`config.mk`:
```
export PLATFORM = sky130hd
export DESIGN_NAME = bai6_cnt_ctrl
export DESIGN_NICKNAME = d
export VERILOG_FILES = /design/src/rtl/bai6_pkg.sv /design/src/rtl/bai6_cnt_core.sv /design/src/rtl/bai6_cnt_ctrl.sv
export SDC_FILE = /design/constraint.sdc
export NUM_CORES = 1
export LEC_CHECK = 0
export ABC_AREA = 1
export BUFFER_PORTS_ARGS = -buffer_cell sky130_fd_sc_hd__clkbuf_2
export CAP_MARGIN = 20
export CORE_AREA = 2 2 69 71
export CTS_CLUSTER_DIAMETER = 120
export DETAILED_ROUTE_END_ITERATION = 10
export DIE_AREA = 0 0 71 73
export HOLD_SLACK_MARGIN = 0.06
export PLACE_DENSITY_LB_ADDON = 0.12
export SLEW_MARGIN = 20
export SYNTH_ARGS = -nofsm -noshare
export SYNTH_HDL_FRONTEND = slang
export SYNTH_SLANG_ARGS = --single-unit
```
`constraint.sdc`:
```
create_clock -name ck -period 2.8 [get_ports ck]
set_clock_uncertainty 0.1 [all_clocks]
set_input_delay 0.14 -clock ck [delete_from_list [all_inputs] [get_ports ck]]
set_output_delay 0.14 -clock ck [all_outputs]
set_load 0.03 [all_outputs]
```
`src/rtl/bai6_pkg.sv`:
```
// Shared definitions for the bai6 run controller.
// Build option BAI6_WRAP_CNT_EN exposes the pass count as output wraps.
package bai6_pkg;
  localparam int DEF_W     = 5;
  localparam int DEF_LIM   = 20;
  localparam int DEF_REP_W = 4;

  typedef enum logic [1:0] {
    ST_IDLE  = 2'b00,
    ST_RUN   = 2'b01,
    ST_PAUSE = 2'b10,
    ST_DONE  = 2'b11
  } st_t;
endpackage

```
`src/rtl/bai6_cnt_core.sv`:
```
// W-bit modulo counter: counts 0..lim, wraps to 0 at lim.
module bai6_cnt_core
  import bai6_pkg::*;
#(
  parameter int W = DEF_W
) (
  input  logic         ck,
  input  logic         rs,
  input  logic         en,
  input  logic         clr,
  input  logic [W-1:0] lim,
  output logic [W-1:0] q,
  output logic         at_lim
);

  logic [W-1:0] r_q;

  assign at_lim = (r_q == lim);
  assign q      = r_q;

  always_ff @(negedge ck or negedge rs) begin
    if (!rs) begin
      r_q <= '0;
    end else if (clr) begin
      r_q <= '0;
    end else if (en) begin
      r_q <= at_lim ? '0 : r_q + 1'b1;
    end
  end

endmodule

```
`src/rtl/bai6_cnt_ctrl.sv`:
```
// Start/pause/stop run controller around bai6_cnt_core.
// Define BAI6_WRAP_CNT_EN to add output wraps (completed passes).
module bai6_cnt_ctrl
  import bai6_pkg::*;
#(
  parameter int W       = DEF_W,
  parameter int LIM_DEF = DEF_LIM,
  parameter int REP_W   = DEF_REP_W
) (
  input  logic             ck,
  input  logic             rs,
  input  logic             start,
  input  logic             stop,
  input  logic             pause,
  input  logic             mode,
  input  logic [W-1:0]     limit,
  input  logic [REP_W-1:0] reps,
  output logic [W-1:0]     q,
  output logic             busy,
  output logic             tc,
  output logic             done,
`ifdef BAI6_WRAP_CNT_EN
  output logic [REP_W-1:0] wraps,
`endif
  output logic [1:0]       state
);

  localparam logic [W-1:0] LIM_D = W'(LIM_DEF);

  st_t              r_st;
  logic [W-1:0]     r_lim;
  logic             r_mode;
  logic [REP_W-1:0] r_reps;
  logic [REP_W-1:0] r_pass;
  logic             r_done;

  logic             w_en;
  logic             w_clr;
  logic             w_at_lim;
  logic             w_go;
  logic             w_last;
  logic [REP_W-1:0] w_pass_nx;

  assign w_go      = start & ~stop & ~pause;
  assign w_pass_nx = r_pass + 1'b1;
  // one-shot ends on first terminal; repeat ends on final pass
  assign w_last    = ~r_mode |
                     ((r_reps != '0) & (w_pass_nx == r_reps));

  always_comb begin
    w_en  = 1'b0;
    w_clr = 1'b0;
    unique case (r_st)
      ST_IDLE:  w_clr = 1'b1;
      ST_RUN: begin
        if (stop)        w_clr = 1'b1;
        else if (!pause) w_en  = 1'b1;
      end
      ST_PAUSE: w_clr = stop;
      ST_DONE:  w_clr = 1'b1;
      default:  w_clr = 1'b1;
    endcase
  end

  bai6_cnt_core #(
    .W (W)
  ) u_core (
    .ck     (ck),
    .rs     (rs),
    .en     (w_en),
    .clr    (w_clr),
    .lim    (r_lim),
    .q      (q),
    .at_lim (w_at_lim)
  );

  always_ff @(negedge ck or negedge rs) begin
    if (!rs) begin
      r_st   <= ST_IDLE;
      r_lim  <= LIM_D;
      r_mode <= 1'b0;
      r_reps <= '0;
      r_pass <= '0;
      r_done <= 1'b0;
    end else begin
      r_done <= 1'b0;
      unique case (r_st)
        ST_IDLE: begin
          if (w_go) begin
            r_lim  <= (limit == '0) ? LIM_D : limit;
            r_mode <= mode;
            r_reps <= reps;
            r_pass <= '0;
            r_st   <= ST_RUN;
          end
        end
        ST_RUN: begin
          if (stop) begin
            r_st <= ST_IDLE;
          end else if (pause) begin
            r_st <= ST_PAUSE;
          end else if (w_at_lim) begin
            r_pass <= w_pass_nx;
            if (w_last) begin
              r_st   <= ST_DONE;
              r_done <= 1'b1;
            end
          end
        end
        ST_PAUSE: begin
          if (stop)        r_st <= ST_IDLE;
          else if (!pause) r_st <= ST_RUN;
        end
        ST_DONE: r_st <= ST_IDLE;
        default: r_st <= ST_IDLE;
      endcase
    end
  end

  assign tc    = (r_st == ST_RUN) & w_at_lim;
  assign busy  = (r_st == ST_RUN) | (r_st == ST_PAUSE);
  assign done  = r_done;
  assign state = r_st;
`ifdef BAI6_WRAP_CNT_EN
  assign wraps = r_pass;
`endif

endmodule

```
# Word-level counts from Yosys, hierarchy flattened
# Index checks and enable logic that the tools add are counted.
# word_totals
ramBits,0
mem_bits_ro,0
n_memories,0
latch_bits,0
regBits,22
output_inout_bits,10
wordCells,66
# op_classes
bitwise,9
n_reduce_logical,9
n_shift,0
n_lt_le_gt_ge,0
n_eq_ne,12
n_div,0
n_mul,0
addsub,2
mux,27
# op_table
op,count
$mux 5,4
$mux 4,4
$mux 2,7
$mux 1,9
$pmux 2 s4,1
$pmux 4 s2,1
$ne 2x2->1 const B,3
$add 5x1->5 const B,1
$eq 5x5->1,1
$logic_not 5->1,1
$reduce_and 5->1,1
$add 4x1->4 const B,1
$and 1x1->1,4
$eq 2x2->1 const B,2
$eq 4x4->1,1
$ne 4x3->1 const B,1
$ne 4x4->1 const B,1
$reduce_and 4->1,1
$reduce_bool 2->1,2
$reduce_bool 4->1,1
$ne 3x3->1 const B,1
$not 1->1,3
$pmux 1 s3,1
$eq 2x1->1 const B,1
5 further kinds,6

# Longest topological paths before layout
# Gate-level depths: netlist of the first run.
# depth
word_depth,9
depth_mapped,13

# Cells and area by module
# Synthesis of the first run repeated with hierarchy kept, for this count alone.
# unflattened
hier_cells,178
area_unflattened_um2,1311.3
# by_module_without_submodules
module,cells_per_inst,n_inst,seq_area_each_um2,area_each_um2
bai6_cnt_ctrl,126,1,427.9,958.4
bai6_cnt_core,52,1,125.1,352.8

==> impl_metrics.py, run 1 <==
metrics = {
    "global_route": {
        "antenna_found_initial": 0,
        "grt_max_degree": 23,
        "grt_pass1_wl_um": 5009,
        "grt.overflow.total": 0,
        "first_global_vias": 1095,
        "gr-usage-all-layers_pct": 12.55,
    },
    "critical_path": {
        "crit_path_end_kind": "output port",
        "crit_chain": "xnor2_2, nand3_1, nor2_2, nand2_2, inv_4, buf_8",
        "worstSetupPathType": "register to output port",
        "max_stage_delay_ns": 0.54,
        "rr_worst_depth": 11,
        "crit_slowest_cell": "dfstp_2",
        "cp-start-kind": "register",
        "cp_data_arrival_time_ns": 2.85,
        "crit_fanout": 2,
        "crit_required_ns": 2.56,
    },
    "pwr": {
        "intPower_uw": 936.1,
        "p_sw_uw": 625.2,
        "power_density_nw_per_um2": 914.8,
        "vdd_drop_max_mv": 0.3734,
        "combPwrFrac_pct": 49.6,
        "clkPwrFrac_pct": 18.0,
        "sequentialPowerShare_pct": 32.4,
        "swShare_pct": 40.04,
        "leakagePower_uw": 0.0008982,
    },
    "final_layout": {
        "layout_common_cells": "nand2_1, clkbuf_2, dfrtn_1",
        "layout_commonest_cell": "nand2_1",
        "diodes": 0,
        "drive_above_1_share_pct": 29.52,
        "fin_area_sq_um": 1707,
        "nNetsFinal": 231,
        "synthToLayoutAreaGrowth_pct": 33.99,
        "nFillCells": 469,
    },
    "floorplanning": {
        "core_area_sq_um": 4536,
        "die-area_sq_um": 5183,
        "die_y_um": 73,
        "start_util_pct": 28.08,
        "ios": 25,
        "die_w_um": 71,
        "rows": 25,
    },
    "detailed_routing": {
        "wirelength_um": 2952,
        "via_per_inst": 4.398,
        "wl_per_cell_um": 11.18,
        "drtPass1Iterations": 4,
        "drtIter0Drc": 44,
        "drc": 0,
        "vias": 1161,
        "antenna_left": 0,
    },
    "logic_synthesis": {
        "syn-mean-instance-area_sq_um": 7.720,
        "synthFlopType": "dfrtn_1",
        "synth_cell_types": 23,
        "synth_nets": 185,
        "netlist_area_sq_um": 1274,
        "synth_warnings": 0,
        "async_reset_ff_share_pct": 100.0,
        "synth_edf_count": 0,
        "synth-seq-cells": 22,
        "netlist_instances": 165,
        "ys_seq_area_share_pct": 43.42,
    },
    "timing": {
        "rsz0062_at_grt": "true",
        "max_slew_margin_pct": 61.01,
        "final_max_slew_viol_count": 0,
        "hold_violations": 0,
        "hold_slack_ns": 0.3308,
        "worst_slack_ns": -0.2888,
        "tightest_slew_ns": 0.5848,
        "setup_viol": 2,
    },
    "placement": {
        "dp_hpwl_um": 2294,
        "postPlaceCellArea_sq_um": 1567,
        "routabilityCongestion": 0.8671,
        "io_buffers": 24,
    },
    "hold_path": {
        "hp-class": "register to register",
        "whs_path_depth": 2,
    },
    "cts": {
        "root_buffer": "clkbuf_8",
        "insertion_delay_ns": 0.33,
        "clk_path_buf_depth": 2,
        "cts_tree": "built",
        "clk_pin_slew_ns": 0.06,
        "htreeDepth": 1,
        "cts_buffers": 3,
        "cts_sinks": 22,
    },
    "run": {
        "drv_cap": 0,
    },
    "run_status": {
        "violations": "setup timing",
        "status": "finished with violations",
    },
}
Yosys cell counts, types with 2 or more instances:
master / instances / area share (%)
nand2_1: 61 / 18
o2111ai_1: 4 / 2.8
nor2_4: 2 / 1.8
nor2_2: 2 / 0.98
ha_1: 5 / 4.9
nor3_2: 2 / 1.6
inv_2: 2 / 0.59
dfrtn_1: 20 / 39
nor2_1: 12 / 3.5
nand3_1: 11 / 4.3
o21ai_0: 3 / 1.2
dfstp_2: 2 / 4.1
a21oi_1: 5 / 2.0
inv_1: 19 / 5.6
xnor2_1: 7 / 4.8
path summary, 6_finish.rpt:
kind	to	from	slack [ns]
worst max-delay path	tc	r_lim[2]$_DFFE_NN1P_	-0.29
worst min-delay path	r_mode$_DFFE_NN0P_	r_mode$_DFFE_NN0P_	0.33
min in group asynchronous	state[1]$_DFFE_NN0P_	rs	1.03
worst min register to register	r_mode$_DFFE_NN0P_	r_mode$_DFFE_NN0P_	0.33
max in group asynchronous	r_lim[4]$_DFFE_NN1P_	rs	1.11
worst max register to register	state[1]$_DFFE_NN0P_	r_pass[0]$_DFFE_NN0P_	0.88
power groups by stage:
stage               clock network, uW  logic, uW  registers (uW)
detailed placement               6.71        670             514
finish                            281        774             506
floorplan                        6.71        425             542
CTS                               288        760             505
global placement                 6.71        663             506
global route                      313        847             524
kinds of logic (layout without fill, tap and decap cells):
kind of cell,Yosys count,after routing,share of synthesized area (%)
flops,22,22,43.42
fa+ha+maj,5,5,4.912
buf+inv,22,67,6.582
simple gates,92,92,31.14
xor+xnor,8,8,5.501
compound gates,16,16,8.448
critical path, delay by kind of cell (launching register included):
family        cells  cell delay, ns
flops             1            0.54
simple gates      3            0.31
xor+xnor          1            0.10
buf+inv           2            0.17
layout make-up:
class                   instances  area [sq um]  share of cell area, %
well taps                      54         67.56                  3.959
repair buffers                 41         267.8                  15.69
inverters                      20         77.57                  4.545
clock inverters                 2         7.507                 0.4399
multi-input cells             121         666.9                  39.08
clock buffers                   4         66.31                  3.886
flip-flops and latches         22         553.0                  32.40
stage by stage:
| step | cells | total power, uW | TNS, ns | util [%] | worst slack, ns |
|---|---|---|---|---|---|
| 3_3_place_gp | 256 | 1176 | -0.01593 | 34.54 | -0.01593 |
| 4_1_cts | 264 | 1553 | -0.4472 | 37.24 | -0.3591 |
| 3_5_place_dp | 256 | 1191 | -0.03117 | 34.54 | -0.03117 |
| 2_1_floorplan | 165 | 973.9 | -0.05834 | - | -0.05834 |
| 6_report | 264 | 1561 | -0.3390 | 37.63 | -0.2888 |
| 5_1_grt | 264 | 1684 | -0.5142 | 37.63 | -0.4209 |
per-layer routing:
metal | vias up | wire, um | global-route usage [%]
li1 | 616 | - | -
met1 | 514 | 1520 | 17.15
met2 | 26 | 1270 | 19.52
met3 | 5 | 111 | 2.486
met4 | 0 | 50 | 5.031
met5 | - | 0 | 0
repair_timing:
action	in CTS	in global routing
setup buffers	3	0
resized for setup	6	4
pin swaps	3	3
setup endpoints to repair	2	2
hold buffers	0	0
sequential cells by signal (all words and copies together) (netlist names):
| name | count |
|---|---|
| r_lim | 5 |
| u_core.q | 5 |
| r_pass | 4 |
| r_reps | 4 |
| state | 2 |
| done | 1 |
| r_mode | 1 |
No activity file was read; power rests on OpenSTA's default activity.
==> inputs of run 2 (changes only) <==
--- a/config.mk
+++ b/config.mk
@@ -8,13 +8,13 @@
 export ABC_AREA = 1
 export BUFFER_PORTS_ARGS = -buffer_cell sky130_fd_sc_hd__clkbuf_2
 export CAP_MARGIN = 20
-export CORE_AREA = 2 2 69 71
+export CORE_AREA = 2 2 56 58
 export CTS_CLUSTER_DIAMETER = 120
 export DETAILED_ROUTE_END_ITERATION = 10
-export DIE_AREA = 0 0 71 73
+export DIE_AREA = 0 0 58 60
+export GPL_TIMING_DRIVEN = 0
 export HOLD_SLACK_MARGIN = 0.06
 export PLACE_DENSITY_LB_ADDON = 0.12
-export SLEW_MARGIN = 20
 export SYNTH_ARGS = -nofsm -noshare
 export SYNTH_HDL_FRONTEND = slang
 export SYNTH_SLANG_ARGS = --single-unit
==> run 2 against run 1 <==
Net effect: the run still ends with setup timing left; clock-buffer cell count unchanged; critical endpoint unchanged; total power decreased by 7.9%; largest power group unchanged; cell count shrank 11%.
==> impl_metrics.py, run 2 (synthesized netlist as in run 1, its figures left out) <==
metrics = {
    "run_status": {
        "status": "finished with violations",
        "violations": "setup timing",
    },
    "placement": {
        "postPlaceCellArea_sq_um": 1440,
        "routabilityCongestion": 0.8284,
        "io_buffers": 24,
        "dp_hpwl_um": 2004,
        "dp_slack_ns": -0.1255,
    },
    "timing": {
        "setup_viol": 2,
        "rsz0062_at_grt": "true",
        "hold_violations": 0,
        "final_max_slew_viol_count": 0,
        "max_slew_margin_pct": 63.21,
        "tightest_slew_ns": 0.5518,
        "worst_slack_ns": -0.3615,
    },
    "final_layout": {
        "nNetsFinal": 222,
        "drive_above_1_share_pct": 25.37,
        "fin_area_sq_um": 1583,
        "synthToLayoutAreaGrowth_pct": 24.26,
        "diodes": 0,
        "nFillCells": 290,
        "layout_common_cells": "nand2_1, clkbuf_2, dfrtn_1",
        "layout_commonest_cell": "nand2_1",
    },
    "detailed_routing": {
        "drtIter0Drc": 29,
        "wl_per_cell_um": 11.71,
        "wirelength_um": 2740,
        "antenna_left": 0,
        "vias": 1163,
        "via_per_inst": 4.970,
        "drtPass1Iterations": 4,
        "drc": 0,
    },
    "floorplanning": {
        "core_area_sq_um": 2903,
        "die_y_um": 60,
        "ios": 25,
        "die-area_sq_um": 3480,
        "start_util_pct": 43.88,
        "rows": 20,
        "die_w_um": 58,
    },
    "critical_path": {
        "rr_worst_depth": 11,
        "r2r_end": "state[1]$_DFFE_NN0P_",
        "rrSetupSlack_ns": 0.89,
        "worstSetupPathType": "register to output port",
        "crit_fanout": 2,
        "crit_path_end_kind": "output port",
        "cp_data_arrival_time_ns": 2.92,
        "cp-start-kind": "register",
        "crit_required_ns": 2.56,
        "reg2reg_from": "r_pass[0]$_DFFE_NN0P_",
    },
    "cts": {
        "root_buffer": "clkbuf_4",
        "insertion_delay_ns": 0.35,
        "htreeDepth": 1,
        "hold_buffers": 0,
        "cts_sinks": 22,
        "cts_tree": "built",
        "clk_path_buf_depth": 2,
        "clk_pin_slew_ns": 0.08,
        "cts_buffers": 3,
    },
    "pwr": {
        "vdd_drop_max_mv": 0.7369,
        "power_density_nw_per_um2": 908.2,
        "leakagePower_uw": 0.0008316,
    },
    "global_route": {
        "antenna_found_initial": 0,
        "grt.overflow.total": 0,
        "first_global_vias": 1094,
        "gr-usage-all-layers_pct": 17.60,
        "grt_pass1_wl_um": 4685,
        "grt_max_degree": 23,
    },
    "hold_path": {
        "min_to": "r_mode$_DFFE_NN0P_",
        "worstHoldStart": "r_mode$_DFFE_NN0P_",
        "whs_path_depth": 2,
        "hp-class": "register to register",
    },
    "run": {
        "drv_cap": 0,
    },
}
-- run 2: report_power, final --
group | switching, uW | total (uW) | internal, uW
Combinational | 422 | 765 | 343
Sequential | 79.9 | 511 | 431
Clock | 102 | 161 | 59.1
Total | 604 | 1440 | 834
-- run 2: per-layer routing --
metal  GRT usage [%]  routed length, um  share of wire [%]
met1           23.32               1263                 46
met2           30.03               1350                 49
met3           2.597                105                3.8
met4           4.983                 21               0.77
met5               0                  0                  0
-- run 2: worst max path at each step --
stage                            start  cells past startpoint  end
2_1_floorplan  u_core.q[0]$_DFFE_NN0P_                      5   tc
3_3_place_gp      r_lim[2]$_DFFE_NN1P_                      6   tc
3_5_place_dp      r_lim[4]$_DFFE_NN1P_                      6   tc
4_1_cts           r_lim[4]$_DFFE_NN1P_                      6   tc
5_1_grt           r_lim[2]$_DFFE_NN1P_                      6   tc
6_report          r_lim[4]$_DFFE_NN1P_                      6   tc
-- run 2: per-stage QoR --
stage / setup TNS, ns / total power [uW] / hold slack (ns) / util [%] / instances
2_1_floorplan: -0.05834 / 973.9 / 0.3028 / - / 165
3_3_place_gp: -0.1072 / 1100 / 0.3221 / 49.61 / 222
3_5_place_dp: -0.1410 / 1116 / 0.3279 / 49.61 / 222
4_1_cts: -0.5732 / 1374 / 0.3311 / 53.23 / 232
5_1_grt: -0.7317 / 1564 / 0.3498 / 54.53 / 234
6_report: -0.5737 / 1438 / 0.3301 / 54.53 / 234
-- run 2: repair_timing --
| item | in CTS | in global routing |
|---|---|---|
| pin swaps | 3 | 3 |
| setup endpoints to repair | 2 | 3 |
| resized for setup | 7 | 10 |
| buffers inserted | 5 | 2 |
-- run 2: worst max-delay path: stages, from the launching register on --
cell     delay (ns)
dfstp_2        0.55
xnor2_2        0.11
nand3_1        0.11
nor2_2         0.13
nand2_2        0.09
inv_4          0.07
buf_8          0.11
-- run 2: final cells by class --
type | count | area [sq um] | share of cell area (%)
multi-input cells | 121 | 659.4 | 41.66
flip-flops and latches | 22 | 553.0 | 34.94
repair buffers | 31 | 210.2 | 13.28
inverters | 20 | 80.08 | 5.059
well taps | 33 | 41.29 | 2.609
clock buffers | 4 | 26.28 | 1.660
clock inverters | 2 | 7.507 | 0.4743
plain buffers | 1 | 5.005 | 0.3162
